==> config.mk <==
export PLATFORM = sky130hd
export DESIGN_NAME = nonce_block_builder
export DESIGN_NICKNAME = d
export VERILOG_FILES = /design/src/rtl/nonce_block_builder.sv
export SDC_FILE = /design/constraint.sdc
export NUM_CORES = 1
export LEC_CHECK = 0
export ABC_AREA = 1
export BUFFER_PORTS_ARGS = -buffer_cell sky130_fd_sc_hd__buf_4
export CORE_ASPECT_RATIO = 1.2
export CORE_MARGIN = 4
export CORE_UTILIZATION = 60
export DETAILED_ROUTE_END_ITERATION = 16
export PLACE_DENSITY = 0.89
export SLEW_MARGIN = 5
export SYNTH_ARGS = -nofsm -noshare
export SYNTH_HDL_FRONTEND = slang
export SYNTH_SLANG_ARGS = --single-unit
==> constraint.sdc <==
create_clock -name clk -period 16.1 [get_ports clk]
set_input_delay 0.805 -clock clk [delete_from_list [all_inputs] [get_ports clk]]
set_output_delay 0.805 -clock clk [all_outputs]
set_load 0.01 [all_outputs]
==> src/rtl/nonce_block_builder.sv <==
// Builds one padded 16-word SHA-256 second block per core: header tail words,
// per-core nonce, 0x80 pad byte, zero fill and the 640-bit message length.
module nonce_block_builder #(
  parameter int NUM_CORES = 16
) (
  input  logic        clk,
  input  logic        reset,
  input  logic        start,
  input  logic [15:0] message_addr,
  input  logic [15:0] block_addr,
  input  logic [31:0] nonce_base,
  output logic        busy,
  output logic        done,
  output logic        mem_clk,
  output logic        mem_we,
  output logic [15:0] mem_addr,
  output logic [31:0] mem_write_data,
  input  logic [31:0] mem_read_data
);

  typedef enum logic [1:0] {IDLE, READ, WRITE, DONE} state_t;

  localparam logic [8:0] LAST_CORE = 9'(NUM_CORES - 1);

  state_t      state;
  logic [15:0] msg_q;
  logic [15:0] blk_q;
  logic [31:0] nonce_q;
  logic [1:0]  rc;
  logic [8:0]  n;
  logic [3:0]  w;
  logic [31:0] tail0, tail1, tail2;
  logic [31:0] word;

  assign mem_clk = clk;

  always_comb begin
    word = 32'h0000_0000;
    case (w)
      4'd0:    word = tail0;
      4'd1:    word = tail1;
      4'd2:    word = tail2;
      4'd3:    word = nonce_q + {23'b0, n};
      4'd4:    word = 32'h8000_0000;
      4'd15:   word = 32'd640;
      default: word = 32'h0000_0000;
    endcase
  end

  // Read data trails the address by one cycle, so each tail word is captured
  // two edges after its address is registered; tail2 lands on the first write edge.
  always_ff @(posedge clk or posedge reset) begin
    if (reset) begin
      state          <= IDLE;
      busy           <= 1'b0;
      done           <= 1'b0;
      mem_we         <= 1'b0;
      mem_addr       <= 16'h0000;
      mem_write_data <= 32'h0000_0000;
      msg_q          <= 16'h0000;
      blk_q          <= 16'h0000;
      nonce_q        <= 32'h0000_0000;
      rc             <= 2'd0;
      n              <= 9'd0;
      w              <= 4'd0;
      tail0          <= 32'h0000_0000;
      tail1          <= 32'h0000_0000;
      tail2          <= 32'h0000_0000;
    end else begin
      case (state)
        IDLE: begin
          busy   <= 1'b0;
          done   <= 1'b0;
          mem_we <= 1'b0;
          if (start) begin
            msg_q   <= message_addr;
            blk_q   <= block_addr;
            nonce_q <= nonce_base;
            rc      <= 2'd0;
            n       <= 9'd0;
            w       <= 4'd0;
            state   <= READ;
          end
        end
        READ: begin
          busy <= 1'b1;
          rc   <= rc + 2'd1;
          case (rc)
            2'd0: mem_addr <= msg_q + 16'd16;
            2'd1: mem_addr <= msg_q + 16'd17;
            2'd2: begin
              mem_addr <= msg_q + 16'd18;
              tail0    <= mem_read_data;
            end
            2'd3: begin
              tail1 <= mem_read_data;
              state <= WRITE;
            end
          endcase
        end
        WRITE: begin
          mem_we         <= 1'b1;
          mem_addr       <= blk_q + {3'b0, n, 4'b0} + {12'b0, w};
          mem_write_data <= word;
          if (n == 9'd0 && w == 4'd0) tail2 <= mem_read_data;
          w <= w + 4'd1;
          if (w == 4'd15) begin
            n <= n + 9'd1;
            if (n == LAST_CORE) state <= DONE;
          end
        end
        DONE: begin
          mem_we <= 1'b0;
          done   <= 1'b1;
          state  <= IDLE;
        end
      endcase
    end
  end

endmodule

# After elaboration in Yosys (flattened, before gate mapping)

Cells that the tools add are included.
W data, S select, Z words.

$mul: 0
Equality and inequality tests: 17
Bitwise gates (word level): 0
Reduce and logical (&&, ||, !) cells: 20
Add/sub/neg operators: 9
Multiplexer cells: 18
Divide/modulo/power cells: 0
Shifts and indexed selects: 0
Order comparisons: 0

Operators by type and width:

| cell                    | count |
|---|---|
| $pmux W32 S6            | 1 |
| $add A16 B5 Y16 const B | 3 |
| $pmux W16 S3            | 1 |
| $add A32 B9 Y32         | 1 |
| $pmux W16 S2            | 1 |
| $mux W9                 | 2 |
| $pmux W9 S2             | 1 |
| $add A16 B13 Y16        | 1 |
| $add A16 B4 Y16         | 1 |
| $reduce_and A2 Y1       | 7 |
| $mux W2                 | 5 |
| $reduce_bool A2 Y1      | 5 |
| $add A9 B1 Y9 const B   | 1 |
| $eq A9 B4 Y1 const B    | 1 |
| $logic_not A9 Y1        | 1 |
| $eq A2 B2 Y1 const B    | 4 |
| $eq A4 B2 Y1 const B    | 2 |
| $ne A2 B2 Y1 const B    | 4 |
| $pmux W2 S4             | 1 |
| $pmux W4 S2             | 1 |
| $pmux W1 S2             | 3 |
| $add A4 B1 Y4 const B   | 1 |
| $eq A2 B1 Y1 const B    | 2 |
| $eq A4 B1 Y1 const B    | 1 |
| other kinds (12)        | 13 |

Bits in latches: 0
Word-level logic and storage cells: 79
Output and inout port bits: 52
Memory bits (writable): 0
Memories: 0
Register bits after elaboration: 228
ROM bits: 0

# Depth between registers and ports, before layout

Word-level depth: 4
Depth in mapped cells: 14
Depth with buffers taken out: 14

==> results.json <==
{
  "grt_max_degree": 164,
  "synth-seq-cells": 228,
  "switching_share_pct": 44.76,
  "fin_setup_tns_ns": 0,
  "tightest_slew_ns": 1.214,
  "dieArea_um2": 24040,
  "die_x_um": 142.2,
  "drt_iter0_markers": 978,
  "critPathLaunch": "clk",
  "cts_setup_buffers": 0,
  "layout.cells.non_filler": 2105,
  "power.total_uw": 3189,
  "syn_nets": 1842,
  "status": "complete, no violations",
  "crit_chain": "clkbuf_16, clkbuf_16, buf_4",
  "cp.arrival_ns": 8.43,
  "end_kind": "output pin",
  "hp-start": "message_addr[6]",
  "drc": 0,
  "grt_pass1_vias": 11960,
  "slew_headroom_pct": 18.94,
  "required_ns": 15.29,
  "place_congestion": 0.9380,
  "combPwrFrac_pct": 47.1,
  "synth_top_area_share_pct": 44.00,
  "critical-path-max-stage-delay_ns": 0.13,
  "yosysMostFrequentCell": "nand2_1",
  "setup_viol": 0,
  "synth_edf_count": 0,
  "p_leak_uw": 0.007739,
  "synthArstFlopShare_pct": 100.0,
  "power_frac_clock_pct": 18.8,
  "antennaDiodeCount": 0,
  "yosys_warnings": 0,
  "crit_fanout": 2,
  "path_common_cell": "clkbuf_16",
  "hold_ws_ns": 0.3843,
  "layout-drive-gt1-share_pct": 15.75,
  "p_int_uw": 1762,
  "path_clk_slew_ns": 0.06,
  "crit_path_start_kind": "clock port",
  "dp_hpwl_um": 25490,
  "drtAntennaViolNets": 0,
  "synth_common_cells": "nand2_1 (509), dfrtp_1 (228), inv_1 (168)",
  "multiInputGateArea_um2": 6222,
  "syn-cell-area_um2": 12970,
  "vdd_ir_drop_max_v": 0.0001279,
  "antenna_found_initial": 0,
  "portBuffers": 150,
  "yosys-top-cells-area": "dfrtp_1 (44%), nand2_1 (15%), nand3_1 (5.4%)",
  "grt_pass1_wl_um": 59450,
  "slew_viol_final": 0,
  "switching_power_uw": 1427,
  "dp_cells": 2062,
  "yosysUniqueCellTypes": 44,
  "skew_ns": 0.01859,
  "avgSynthCellArea_um2": 7.627,
  "ys_seq_area_share_pct": 44.00,
  "n_fill_cell": 1673,
  "routedWlPerCell_um": 17.20,
  "r2r_slack_ns": 12.56,
  "start_util_pct": 61.40,
  "fp.dieH_um": 169.0,
  "finish.utilization_pct": 70.99,
  "synthCells": 1700,
  "synthFlopType": "dfrtp_1",
  "hp-class": "primary input to flip-flop",
  "cts_resized": 0,
  "synth_top_cell_by_area": "dfrtp_1",
  "rr_startpoint": "state[0]$_DFFE_PP0P_",
  "rsz0062_at_grt": "no",
  "cts_tree": "built",
  "firstDrtPassIters": 6,
  "hold_viol_final": 0,
  "rows": 58,
  "regArea_um2": 5705,
  "track_usage_pct": 30.53,
  "crit_slowest_cell": "clkbuf_16",
  "cts_hold_buffers": 0,
  "wl_um": 36210,
  "max_cap_viol_count": 0,
  "criticalPathCategory": "clock port to output pin",
  "power.density_nw_per_um2": 212.7,
  "area_delta_synth_final_pct": 15.61,
  "vias": 12220,
  "p_seq_share_pct": 34.1,
  "vias_per_cell": 5.804,
  "grt.overflow.total": 0,
  "ios": 151,
  "nNetsFinal": 1962,
  "core-area_um2": 21120,
  "clock_latency_ns": 0.65
}
-- state kept, by name, indices dropped and copies added (netlist names) --
name / flops
msg_q: 16
mem_we: 1
mem_write_data: 32
n: 9
done: 1
state: 2
rc: 2
busy: 1
nonce_q: 32
tail2: 32
tail0: 32
mem_addr: 16
tail1: 32
blk_q: 16
w: 4
-- stage by stage --
| stage | instance area, µm² | worst slack [ns] |
|---|---|---|
| after CTS | 14990 | 6.864 |
| final | 14990 | 6.869 |
| after detailed placement | 14140 | 7.126 |
| after global routing | 14990 | 6.858 |
| after global placement | 14140 | 7.126 |
| after floorplan | 12970 | 7.126 |
-- routing by layer --
metal  global-route usage [%]  wire (µm)
met5                        0          0
met4                    15.61       1840
met3                    4.352       2735
met2                    51.82      17650
met1                    37.84      13980
-- path summary, 6_finish.rpt --
path	endpoint	depth (start not counted)
worst max register to register	tail2[2]$_DFFE_PP0P_	7
worst max-delay path	mem_clk	3
worst min register to register	tail0[18]$_DFFE_PP0P_	2
min in group asynchronous	msg_q[2]$_DFFE_PP0P_	2
worst min-delay path	msg_q[6]$_DFFE_PP0P_	2
max in group asynchronous	nonce_q[1]$_DFFE_PP0P_	3
-- layout make-up --
type                            count  area share [%]
Tap cell                          270           2.254
Inverter                          183           4.632
Sequential cell                   228           38.06
Multi-Input combinational cell   1224           41.51
Clock inverter                     10          0.9682
Clock buffer                       34           4.766
Timing Repair Buffer              156           7.812
-- kinds of logic after synthesis --
family	synth area share, %
and+or+nand+nor	28.08
muxes	2.258
xor gates and xnor gates	0.5404
adders and majority gates	4.265
DFF	44.00
buffers and inverters	8.067
AOI/OAI and AO/OA	12.79
-- cell usage in the layout (no fill, tap or decap), types with 2 or more instances in the layout --
master / n
clkbuf_16: 26
nand2_1: 509
bufinv_16: 3
xor2_1: 7
nand4_1: 19
nor2_2: 13
and2_1: 2
a22o_1: 20
nor2_1: 110
buf_4: 157
o221ai_1: 2
nand2_4: 3
clkinvlp_4: 2
nor2_4: 8
nand3b_1: 4
dfrtp_1: 228
o22ai_1: 5
a221oi_1: 6
clkbuf_1: 4
nand3_2: 3
a31oi_1: 4
o211ai_1: 4
mux2_2: 26
nor3_1: 15
inv_1: 167
a21o_1: 2
nand2_2: 17
inv_2: 15
clkbuf_8: 3
nand3_1: 141
fa_1: 2
clkinv_2: 4
ha_1: 40
o2111ai_1: 2
o21ai_1: 18
a21oi_1: 97
o21ai_0: 136
-- worst max-delay path, delay by kind of cell --
kind / cells / cell delay, ns
buf+inv: 3 / 0.38
-- power by group through the flow --
stage	registers (µW)	logic (µW)	clock network (µW)
global placement	1070	1420	5.12
floorplan	1040	1060	5.12
CTS	1080	1490	604
detailed placement	1080	1470	5.12
global route	1120	1690	630
finish	1090	1500	599
No activity file was read; power rests on OpenSTA's default activity.
